## config.mk

```make
export PLATFORM = sky130hd
export DESIGN_NAME = display_scan_decoder_flat
export DESIGN_NICKNAME = d
export VERILOG_FILES = /design/src/rtl/display_scan_decoder_if.sv /design/src/rtl/display_scan_decoder.sv /design/src/flat_wrapper.sv
export SDC_FILE = /design/constraint.sdc
export NUM_CORES = 1
export LEC_CHECK = 0
export CAP_MARGIN = 25
export CELL_PAD_IN_SITES_DETAIL_PLACEMENT = 1
export CELL_PAD_IN_SITES_GLOBAL_PLACEMENT = 2
export CORE_ASPECT_RATIO = 1.75
export CORE_UTILIZATION = 38
export DETAILED_ROUTE_END_ITERATION = 16
export DONT_BUFFER_PORTS = 1
export PLACE_DENSITY_LB_ADDON = 0.3
export SETUP_SLACK_MARGIN = 0.02
export SLEW_MARGIN = 20
export SYNTH_ARGS = -nofsm -noshare
export SYNTH_HDL_FRONTEND = slang
export SYNTH_SLANG_ARGS = --single-unit
```

## constraint.sdc

```tcl
create_clock -name Clock -period 2.6 [get_ports Clock]
set_input_delay 0.52 -clock Clock [delete_from_list [all_inputs] [get_ports Clock]]
set_output_delay 0.52 -clock Clock [all_outputs]
set_load 0.02 [all_outputs]
```

## src/rtl/display_scan_decoder_if.sv

```systemverilog
// Display bus seen on the pins of a multiplexed 4-digit 7-segment display.
//
// Signals (all active-low):
//   a..g    segment lines. The segment vector is {a,b,c,d,e,f,g}, with a as the MSB.
//   s0..s3  digit selects. The select vector is {s3,s2,s1,s0}.
//
// Modports:
//   master  the display driver, or a bench standing in for one
//   slave   the scan decoder watching the pins
interface display_scan_decoder_if;
    logic a;
    logic b;
    logic c;
    logic d;
    logic e;
    logic f;
    logic g;
    logic s0;
    logic s1;
    logic s2;
    logic s3;

    modport master (
        output a, b, c, d, e, f, g,
        output s0, s1, s2, s3
    );

    modport slave (
        input a, b, c, d, e, f, g,
        input s0, s1, s2, s3
    );
endinterface

```

## src/rtl/display_scan_decoder.sv

```systemverilog
// display_scan_decoder
//
// Watches a time-multiplexed 4-digit 7-segment bus and recovers the four hex
// values being displayed. A pattern is captured only after it has held still
// for STABLE_CYCLES synchronized samples. Each held pattern (one dwell) gives
// exactly one capture.
//
// Ports:
//   Clock                 system clock, rising edge
//   Reset_n               asynchronous active-low reset
//   bus (slave)           segment lines a..g and selects s0..s3, all active-low
//   digit0..digit3 [3:0]  last correctly decoded value for each digit
//   valid [3:0]           bit N: digitN holds a fresh, legal value
//   stale [3:0]           bit N: digit N has not been refreshed in TIMEOUT_CYCLES
//   error                 one-cycle pulse on an illegal captured pattern
//   frame                 one-cycle pulse when all four digits have been seen
//
// Parameters:
//   STABLE_CYCLES   identical samples needed before a capture (must be >= 2)
//   TIMEOUT_CYCLES  cycles without a good capture before a digit is stale
module display_scan_decoder #(
    parameter int STABLE_CYCLES  = 16,
    parameter int TIMEOUT_CYCLES = 1000000
) (
    input  logic                   Clock,
    input  logic                   Reset_n,
    display_scan_decoder_if.slave  bus,
    output logic [3:0]             digit0,
    output logic [3:0]             digit1,
    output logic [3:0]             digit2,
    output logic [3:0]             digit3,
    output logic [3:0]             valid,
    output logic [3:0]             stale,
    output logic                   error,
    output logic                   frame
);

    localparam int SW = $clog2(STABLE_CYCLES + 1);
    localparam int TW = $clog2(TIMEOUT_CYCLES + 1);

    localparam logic [SW-1:0] STABLE_LAST = SW'(STABLE_CYCLES - 1);
    localparam logic [SW-1:0] STABLE_MAX  = SW'(STABLE_CYCLES);
    localparam logic [TW-1:0] TIMER_LAST  = TW'(TIMEOUT_CYCLES - 1);
    localparam logic [TW-1:0] TIMER_MAX   = TW'(TIMEOUT_CYCLES);

    // Pin vector is {a,b,c,d,e,f,g,s3,s2,s1,s0}.
    logic [10:0]   pin_raw;
    logic [10:0]   sync1;
    logic [10:0]   sync2;
    logic [10:0]   prev;
    logic [SW-1:0] stab_cnt;
    logic          capture;

    logic [6:0]    seg_cap;
    logic [3:0]    sel_cap;
    logic          sel_ok;
    logic          sel_idle;
    logic [1:0]    sel_idx;
    logic [3:0]    sel_hot;
    logic          seg_ok;
    logic [3:0]    seg_val;
    logic          good;
    logic          bad_seg;
    logic          bad_sel;
    logic [3:0]    seen;
    logic [3:0]    seen_next;
    logic          frame_hit;

    logic [3:0]    digit_q [4];
    logic [TW-1:0] timer   [4];
    logic [3:0]    valid_q;
    logic [3:0]    stale_q;
    logic          error_q;
    logic          frame_q;

    assign pin_raw = {bus.a, bus.b, bus.c, bus.d, bus.e, bus.f, bus.g,
                      bus.s3, bus.s2, bus.s1, bus.s0};

    // Two-flop synchronizer, plus one more register holding the previous
    // synchronized sample for the stability compare. All of them reset to
    // ones (the blank/idle pattern), so a reset looks like an idle bus
    // rather than a pattern change.
    always_ff @(posedge Clock or negedge Reset_n) begin
        if (!Reset_n) begin
            sync1 <= '1;
            sync2 <= '1;
            prev  <= '1;
        end else begin
            sync1 <= pin_raw;
            sync2 <= sync1;
            prev  <= sync2;
        end
    end

    // The counter saturates at STABLE_CYCLES, so a long dwell captures only
    // once. The capture is decoded one cycle early (counter about to reach
    // STABLE_CYCLES) so the outputs update on the same edge as the counter.
    always_ff @(posedge Clock or negedge Reset_n) begin
        if (!Reset_n) begin
            stab_cnt <= '0;
        end else if (sync2 != prev) begin
            stab_cnt <= '0;
        end else if (stab_cnt != STABLE_MAX) begin
            stab_cnt <= stab_cnt + SW'(1);
        end
    end

    assign capture = (sync2 == prev) && (stab_cnt == STABLE_LAST);

    // Active-low segment pattern {a..g} to hex nibble. The MSB of the result
    // is set when the pattern is one of the sixteen legal glyphs.
    function automatic logic [4:0] seg_decode(input logic [6:0] seg);
        logic [4:0] r;
        case (seg)
            7'h01:   r = {1'b1, 4'h0};
            7'h4F:   r = {1'b1, 4'h1};
            7'h12:   r = {1'b1, 4'h2};
            7'h06:   r = {1'b1, 4'h3};
            7'h4C:   r = {1'b1, 4'h4};
            7'h24:   r = {1'b1, 4'h5};
            7'h20:   r = {1'b1, 4'h6};
            7'h0F:   r = {1'b1, 4'h7};
            7'h00:   r = {1'b1, 4'h8};
            7'h04:   r = {1'b1, 4'h9};
            7'h08:   r = {1'b1, 4'hA};
            7'h60:   r = {1'b1, 4'hB};
            7'h31:   r = {1'b1, 4'hC};
            7'h42:   r = {1'b1, 4'hD};
            7'h30:   r = {1'b1, 4'hE};
            7'h38:   r = {1'b1, 4'hF};
            default: r = {1'b0, 4'h0};
        endcase
        return r;
    endfunction

    assign seg_cap = sync2[10:4];
    assign sel_cap = sync2[3:0];

    always_comb begin
        sel_ok  = 1'b1;
        sel_idx = 2'd0;
        case (sel_cap)
            4'b1110: sel_idx = 2'd0;
            4'b1101: sel_idx = 2'd1;
            4'b1011: sel_idx = 2'd2;
            4'b0111: sel_idx = 2'd3;
            default: sel_ok  = 1'b0;
        endcase
    end

    assign sel_idle           = (sel_cap == 4'b1111);
    assign {seg_ok, seg_val}  = seg_decode(seg_cap);
    assign sel_hot            = 4'b0001 << sel_idx;

    // An idle select never counts as an error. Only a single-digit select
    // with a bad glyph, or a select that is neither idle nor one-cold, does.
    assign good      = capture && sel_ok && seg_ok;
    assign bad_seg   = capture && sel_ok && !seg_ok;
    assign bad_sel   = capture && !sel_ok && !sel_idle;
    assign seen_next = seen | sel_hot;
    assign frame_hit = good && (seen_next == 4'b1111);

    always_ff @(posedge Clock or negedge Reset_n) begin
        if (!Reset_n) begin
            seen    <= '0;
            error_q <= 1'b0;
            frame_q <= 1'b0;
        end else begin
            error_q <= bad_seg || bad_sel;
            frame_q <= frame_hit;
            if (frame_hit) begin
                seen <= '0;
            end else if (good) begin
                seen <= seen_next;
            end
        end
    end

    // Per-digit state. A good capture takes priority over a timeout that
    // lands on the same edge. A bad glyph only drops valid. The timer keeps
    // running, so staleness still counts from the last good capture.
    always_ff @(posedge Clock or negedge Reset_n) begin
        if (!Reset_n) begin
            for (int n = 0; n < 4; n++) begin
                digit_q[n] <= '0;
                timer[n]   <= '0;
            end
            valid_q <= '0;
            stale_q <= '0;
        end else begin
            for (int n = 0; n < 4; n++) begin
                if (good && (sel_idx == 2'(n))) begin
                    digit_q[n] <= seg_val;
                    valid_q[n] <= 1'b1;
                    stale_q[n] <= 1'b0;
                    timer[n]   <= '0;
                end else begin
                    if (timer[n] != TIMER_MAX) begin
                        timer[n] <= timer[n] + TW'(1);
                    end
                    if (timer[n] == TIMER_LAST) begin
                        stale_q[n] <= 1'b1;
                        valid_q[n] <= 1'b0;
                    end
                    if (bad_seg && (sel_idx == 2'(n))) begin
                        valid_q[n] <= 1'b0;
                    end
                end
            end
        end
    end

    assign digit0 = digit_q[0];
    assign digit1 = digit_q[1];
    assign digit2 = digit_q[2];
    assign digit3 = digit_q[3];
    assign valid  = valid_q;
    assign stale  = stale_q;
    assign error  = error_q;
    assign frame  = frame_q;

endmodule

```

## src/flat_wrapper.sv

```systemverilog
// flat-port wrapper written by rule: the top's interface ports become plain ports
module display_scan_decoder_flat 
#(
    parameter int STABLE_CYCLES  = 16,
    parameter int TIMEOUT_CYCLES = 1000000
)
  (Clock, Reset_n, digit0, digit1, digit2, digit3, valid, stale, error, frame, bus_a, bus_b, bus_c, bus_d, bus_e, bus_f, bus_g, bus_s0, bus_s1, bus_s2, bus_s3);
  display_scan_decoder_if bus_i ();
  input  logic Clock;
  input  logic Reset_n;
  output logic [3:0] digit0;
  output logic [3:0] digit1;
  output logic [3:0] digit2;
  output logic [3:0] digit3;
  output logic [3:0] valid;
  output logic [3:0] stale;
  output logic error;
  output logic frame;
  input wire logic [$bits(bus_i.a)-1:0] bus_a;
  input wire logic [$bits(bus_i.b)-1:0] bus_b;
  input wire logic [$bits(bus_i.c)-1:0] bus_c;
  input wire logic [$bits(bus_i.d)-1:0] bus_d;
  input wire logic [$bits(bus_i.e)-1:0] bus_e;
  input wire logic [$bits(bus_i.f)-1:0] bus_f;
  input wire logic [$bits(bus_i.g)-1:0] bus_g;
  input wire logic [$bits(bus_i.s0)-1:0] bus_s0;
  input wire logic [$bits(bus_i.s1)-1:0] bus_s1;
  input wire logic [$bits(bus_i.s2)-1:0] bus_s2;
  input wire logic [$bits(bus_i.s3)-1:0] bus_s3;
  assign bus_i.a = bus_a;
  assign bus_i.b = bus_b;
  assign bus_i.c = bus_c;
  assign bus_i.d = bus_d;
  assign bus_i.e = bus_e;
  assign bus_i.f = bus_f;
  assign bus_i.g = bus_g;
  assign bus_i.s0 = bus_s0;
  assign bus_i.s1 = bus_s1;
  assign bus_i.s2 = bus_s2;
  assign bus_i.s3 = bus_s3;
  display_scan_decoder #(.STABLE_CYCLES(STABLE_CYCLES), .TIMEOUT_CYCLES(TIMEOUT_CYCLES)) u_core (.Clock(Clock), .Reset_n(Reset_n), .bus(bus_i), .digit0(digit0), .digit1(digit1), .digit2(digit2), .digit3(digit3), .valid(valid), .stale(stale), .error(error), .frame(frame));
endmodule
```

==> reports/results.txt, run 1 <==
WL per Instance -> 17.28 um
Rel. slew slack -> 0.4543
PortBufs -> 0
Post-synthesis xor/xnor area fraction -> 0.1133
Vias in the first global route -> 5367
Clock Path Buffers -> 2
Crit. Startpoint -> u_core.sync2[5]
Initial Util -> 0.3906
Post-synthesis adder-cell area fraction -> 0.02000
Static Leak -> 3.463 nW
Post-Synthesis Cells -> 661
RePlAce Congestion -> 0.7727
RSZ-0062 raised after global routing -> no
Worst-path clk slew -> 0.06 ns
Worst r2r src -> u_core.sync2[5]
Setup CP Type -> flip-flop to flip-flop
Final hold violation count -> 141
Tot Pwr -> 4.795 mW
HP Class -> input pin to async pin
# DRC -> 0
H-Tree Depth -> 4
CTS tree -> done
Clk_skew -> 0.009200 ns
Critical path required time -> 2.92 ns
Final HPWL DP -> 10.90 mm
Root Buffer -> clkbuf_16
Most frequent cells in the layout -> nor2_1 (121), dfrtp_1 (115), xor2_1 (60), nand3_1 (46), nand2_1 (36)
Status -> finished, violations left
Antenna viol nets, final -> 0
First-pass GRT wire length -> 27.33 mm
CP Capture Type -> flip-flop
Post-Route Setup TNS -> 0 ns
Synth Cell Area -> 6882 um2
Worst Hold Slack -> -0.2111 ns
Synth unique cells -> 53
Post-synth EDFFs -> 0
Fill cell total of the finished layout -> 1956
Commonest non-fill, non-tap cell in the layout -> nor2_1
Area growth syn-to-layout -> 14.44%
VDD IR max -> 0.3913 mV
Compound-gate portion of the synthesized area -> 0.04055
Startpoint Class -> flip-flop
Min cycle time layout -> 2.513 ns
Period utilisation layout -> 0.9667
DIE HEIGHT -> 180.0 um
Mean area per synthesized cell -> 10.41 um2
Register area share after synthesis -> 0.5442
Yosys warning count -> 0
CP max stage delay -> 0.40 ns
Slowest CP cell -> dfstp_2
Vias/cell -> 5.220
Mux contribution to synthesized area -> 0.03655
# rows -> 64
Pwr per Cell Area -> 608.9 nW/um2
Global router's overall resource usage -> 0.1866
ANT cells -> 0
Layout cells sized above 1 -> 0.1698
Drt first pass iters -> 4
Die area -> 18670 um2
Highest Clock Rate -> 0.3979 GHz
Die width -> 103.7 um
Largest family of logic cells by synthesized area -> simple AND/OR/NAND/NOR gates
Final setup fails -> 0
Initial DRC Count -> 160
Top FF cell, synth -> dfrtp_1
Max-slew violations -> 0
Global route total overflow -> 0
Failing checks -> negative hold slack
Vias -> 4802
Initial antenna violation count -> 0
Pin count of the biggest net entering global routing -> 149
CTS Sinks -> 148
Simple-Gate Fraction of Synth Area -> 0.2173
Max-capacitance violation count -> 0
Post-synthesis async set-or-reset flop share -> 1.000
Core Area -> 17620 um2
TritonCTS buffer count -> 17
CP arrival -> 2.83 ns
I/O pins -> 39
CP max FO -> 6
Wirelength, routed -> 15.89 mm
Post-Syn Nets -> 685
Slew @ Worst Pin -> 0.8071 ns
Nets -> 700
Synth Register Bits -> 148
Critical-path cell list -> buf_4 -> or2_2 -> a211o_1 -> a2bb2oi_2 -> and4_4 -> nor4_4 -> buf_12 -> mux2_2
Clk_lat worst skew -> 0.43 ns
[layer usage]
metal,share of wire,GRT usage,vias up,wire length (um)
li1,-,-,2270,-
met1,0.39,0.1984,2438,6260
met4,0.024,0.07829,0,379
met3,0.041,0.05642,27,653
met5,0,0,-,0
met2,0.54,0.3396,67,8601
[metrics by stage]
stage | std cells | util | setup slack [ns] | area, um2
global placement | 883 | 0.4099 | 0.1603 | 7221
CTS | 915 | 0.4420 | 0.04795 | 7786
finish | 920 | 0.4470 | 0.08662 | 7875
global route | 920 | 0.4470 | 0.02022 | 7875
floorplan | 661 | - | 0.1064 | 6882
detailed placement | 883 | 0.4099 | 0.07847 | 7221
[critical path, delay by kind of cell (launching register included)]
kind | cells | cell delay, ns
AOI/OAI and AO/OA | 2 | 0.50
buffers and inverters | 2 | 0.33
DFF | 1 | 0.40
muxes | 1 | 0.32
and+or+nand+nor | 3 | 0.85
[synthesized netlist by cell type, types with 2 or more instances]
cell type  instances  area (um2)
and4_1             5       43.79
buf_1              7       26.28
nor2_1           121       454.2
or2_2              3       18.77
a31o_2             3       26.28
or3_1              7       43.79
o2111ai_1          2       17.52
dfrtp_1          115        2878
or4_1              2       15.01
nand2_1           36       135.1
mux2i_1            6       60.06
nand3_1           46       230.2
o21ai_0            5       25.02
ha_1              11       137.6
and3_1            15       93.84
a21oi_1            9       45.04
xnor2_1           28       245.2
nor2b_1            3       18.77
nor3_1            14       70.07
nand4_1           18       112.6
o21a_1             5       37.54
dfstp_2           33       867.1
clkbuf_1           9       33.78
nor4_1             8       50.05
inv_1             25       93.84
buf_2              8       40.04
mux2_2            17       191.4
nor3b_1            3       22.52
xor2_1            61       534.3
and2_1             2       12.51
nand2b_1           5       31.28
o211ai_1           3       22.52
nor4b_1            6       52.55
[area by class of cell]
| type | count | area, um2 | share of cell area |
|---|---|---|---|
| Inverter | 25 | 93.84 | 0.01192 |
| Sequential cell | 148 | 3745 | 0.4755 |
| Clock inverter | 10 | 70.07 | 0.008897 |
| Multi-Input combinational cell | 464 | 2975 | 0.3778 |
| Clock buffer | 22 | 495.5 | 0.06292 |
| Tap cell | 231 | 289.0 | 0.03670 |
| Timing Repair Buffer | 20 | 206.4 | 0.02622 |
[logic make-up (layout without fill, tap and decap cells)]
logic type / count (synthesis) / count (layout)
buffers and inverters: 49 / 77
multiplexers: 23 / 23
AND/OR/NAND/NOR: 302 / 302
flip-flops: 148 / 148
XOR/XNOR: 89 / 89
AO/OA/AOI/OAI: 39 / 39
adder cells (fa/ha/maj): 11 / 11
[where the power goes]
group,switching (mW),internal (mW),leakage (nW)
Sequential,0.0218,2.35,1.90
Combinational,0.0610,0.0428,1.28
Clock,0.964,1.35,0.282
[flip-flops by register name, summed over array words and instances (netlist names)]
register and cells:
u_core.stab_cnt 5, u_core.sync2 11, u_core.prev 11, u_core.seen 4
u_core.digit1 4, u_core.frame 1, u_core.error 1, u_core.valid 4
u_core.stale 4, u_core.digit0 4, u_core.timer 80, u_core.digit3 4
u_core.sync1 11, u_core.digit2 4
[worst paths after layout]
check                           slack [ns]  depth (start not counted)                 end
worst max-delay path                  0.09                          8    u_core.digit0[3]
worst min-delay path                 -0.21                          0  u_core.stab_cnt[1]
worst max register to register        0.09                          8    u_core.digit0[3]
worst min register to register        0.35                          0     u_core.sync2[7]
max in group asynchronous             2.52                          0     u_core.sync2[3]
min in group Clock                    0.08                          0     u_core.sync1[4]
[repair_timing]
item | in CTS | in global routing
resized for setup | 0 | 7
buffers inserted | 0 | 4
endpoints found under the setup margin | 0 | 60
endpoints found under the hold margin | 148 | 148
Note: power is estimated with default switching activity, not from simulation.
==> run 2, diff against run 1 <==
--- a/config.mk
+++ b/config.mk
@@ -12,9 +12,11 @@
 export CORE_UTILIZATION = 38
 export DETAILED_ROUTE_END_ITERATION = 16
 export DONT_BUFFER_PORTS = 1
+export GPL_TIMING_DRIVEN = 0
 export PLACE_DENSITY_LB_ADDON = 0.3
 export SETUP_SLACK_MARGIN = 0.02
 export SLEW_MARGIN = 20
 export SYNTH_ARGS = -nofsm -noshare
 export SYNTH_HDL_FRONTEND = slang
 export SYNTH_SLANG_ARGS = --single-unit
+export TNS_END_PERCENT = 30
==> constraint.sdc (replaced) <==
create_clock -name Clock -period 2.14 [get_ports Clock]
set_input_delay 0.428 -clock Clock [delete_from_list [all_inputs] [get_ports Clock]]
set_output_delay 0.428 -clock Clock [all_outputs]
set_load 0.02 [all_outputs]
==> reports/results.txt, run 2 (synthesis gave the netlist of run 1 again) <==
Status -> finished, violations left
Failing checks -> negative hold slack, negative setup slack
Most flops, register -> u_core.timer
Largest register FFs -> 80 (unchanged)
Area growth syn-to-layout -> 23.65%
Initial Util -> 0.3906 (unchanged)
Worst setup margin -> -0.3757 ns (-0.4623 ns)
Post-CTS Hold Fix Bufs -> 11
Clock Path Buffers -> 2 (unchanged)
CP Capture Type -> flip-flop
HP Class -> input pin to async pin
RePlAce Congestion -> 0.8339 (+7.9%)
Setup CP Type -> flip-flop to flip-flop
RSZ-0062 raised after global routing -> yes
Final Util -> 0.4830 (+0.03601)
Global route total overflow -> 0 (unchanged)
Root Buffer -> clkbuf_16
H-Tree Depth -> 4 (unchanged)
Internal -> 4.690 mW (+25%)
WL per Instance -> 17.11 um (-0.94%)
Worst-path clk slew -> 0.07 ns (about the same)
Most frequent cells in the layout -> dfrtp_1 (115), nor2_1 (104), xor2_1 (61), nand3_1 (46), nand2_1 (35)
Global router's overall resource usage -> 0.1887 (+0.002102)
CTS tree -> done
Pin count of the biggest net entering global routing -> 149 (unchanged)
Fill cell total of the finished layout -> 1948 (-0.41%)
Dpl ws -> -0.9524 ns (-1.031 ns)
Period utilisation layout -> 1.176 (+0.2089)
Drt first pass iters -> 4 (unchanged)
Vias in the first global route -> 5624 (+4.8%)
# DRC -> 0 (unchanged)
VDD IR max -> 0.5203 mV (+33%)
Layout cells sized above 1 -> 0.2350 (+0.06516)
ANT cells -> 0 (unchanged)
Die width -> 103.7 um (unchanged)
CP max FO -> 10 (+4)
Rel. slew slack -> 0.3955 (-0.05882)
Final setup fails -> 109 (+109)
Startpoint Class -> flip-flop
Vias -> 5025 (+4.6%)
Critical path required time -> 2.46 ns (-0.46 ns)
I/O pins -> 39 (unchanged)
Min cycle time layout -> 2.516 ns (+0.002312 ns)
Clk_skew -> 0.006140 ns (-0.003060 ns)
Final HPWL DP -> 11.02 mm (+1.1%)
Sw Ratio -> 0.2278 (+0.009550)
Switching Power -> 1.384 mW (+32%)
TritonCTS buffer count -> 17 (unchanged)
Max-capacitance violation count -> 0 (unchanged)
Pwr per Cell Area -> 713.7 nW/um2 (+17%)
Antenna viol nets, final -> 0 (unchanged)
CP arrival -> 2.83 ns (about the same)
DIE HEIGHT -> 180.0 um (unchanged)
Die area -> 18670 um2 (unchanged)
Slew @ Worst Pin -> 0.8941 ns (+0.08700 ns)
Wirelength, routed -> 16.48 mm (+3.7%)
Vias/cell -> 5.218 (about the same)
Max-slew violations -> 0 (unchanged)
CTS Sinks -> 148 (unchanged)
PortBufs -> 0 (unchanged)
Commonest non-fill, non-tap cell in the layout -> dfrtp_1
First-pass GRT wire length -> 27.62 mm (+1.1%)
Combinational share of power -> 0.030 (+0.008)
Core Area -> 17620 um2 (unchanged)
Highest Clock Rate -> 0.3975 GHz (about the same)
Sequential power share -> 0.473 (-0.022)
Nets -> 743 (+6.1%)
Clk_lat worst skew -> 0.43 ns (about the same)
Clk pwr share -> 0.497 (+0.014)
Worst Hold Slack -> -0.3016 ns (-0.09047 ns)
Initial antenna violation count -> 0 (unchanged)
Initial DRC Count -> 168 (+5.0%)
# rows -> 64 (unchanged)
Static Leak -> 3.707 nW (+7.0%)
Final hold violation count -> 148 (+5.0%)
[run 2: cell count changes in the layout (fill, tap and decap cells not counted), sizes merged]
cell | before | now
buf | 18 | 47
bufinv | 0 | 2
clkbuf | 24 | 22
clkinv | 6 | 2
clkinvlp | 1 | 3
dlygate4sd3 | 0 | 11
inv | 28 | 33
[run 2: power by group through the flow]
stage,clock network (mW),logic [mW],registers [mW]
2_1_floorplan,0,0.0889,2.92
3_3_place_gp,0,0.114,2.92
3_5_place_dp,0,0.118,2.92
4_1_cts,3.10,0.164,2.87
5_1_grt,3.21,0.195,2.88
6_report,3.02,0.182,2.87
[run 2: critical path, stage by stage (launching register included)]
cell	delay (ns)
dfstp_2	0.57
clkbuf_2	0.24
nand2_1	0.18
nor3_1	0.45
o211a_4	0.28
and3_4	0.22
buf_8	0.13
mux2_2	0.33
[run 2: timing repair]
item	CTS	global route
cloned	3	1
resized for setup	66	53
pin swaps	20	10
setup buffers	13	12
hold endpoints to repair	159	148
endpoints found under the setup margin	109	109
[run 2: area by class of cell]
class | count | area (um2) | share of cell area
buffer | 23 | 267.8 | 0.03147
inverter | 25 | 93.84 | 0.01103
multi-input combinational | 464 | 3118 | 0.3664
timing repair buffer | 40 | 401.6 | 0.04720
sequential | 148 | 3745 | 0.4401
tap | 231 | 289.0 | 0.03397
clock inverter | 15 | 168.9 | 0.01985
clock buffer | 17 | 425.4 | 0.04999
[run 2: per-stage QoR]
step / instance area (um2) / hold slack, ns / setup TNS (ns) / total power, mW / std cells
floorplan: 6915 / 0.1324 / -20.42 / 3.006 / 661
CTS: 8247 / -0.3249 / -27.28 / 6.137 / 951
global route: 8509 / -0.3248 / -39.86 / 6.277 / 963
global placement: 7204 / 0.1369 / -81.47 / 3.036 / 892
finish: 8509 / -0.3016 / -27.83 / 6.073 / 963
detailed placement: 7204 / 0.1369 / -82.83 / 3.042 / 892
[run 2: per-layer routing]
layer / GRT usage / share of wire / vias up
li1: - / - / 2366
met1: 0.1878 / 0.37 / 2574
met2: 0.3691 / 0.58 / 57
met3: 0.04195 / 0.024 / 28
met4: 0.07943 / 0.021 / 0
met5: 0 / 0 / -
[run 2: worst paths after layout]
path / from / endpoint / slack, ns / depth (start not counted)
setup / recovery: u_core.sync2[1] / u_core.digit1[2] / -0.38 / 7
max in group asynchronous: Reset_n / u_core.sync1[2] / 2.21 / 0
hold / removal: Reset_n / u_core.timer[31] / -0.30 / 0
min in group Clock: u_core.sync1[6] / u_core.sync2[6] / 0.36 / 0
setup reg to reg: u_core.sync2[1] / u_core.digit1[2] / -0.38 / 7
hold reg to reg: u_core.sync1[6] / u_core.sync2[6] / 0.36 / 0
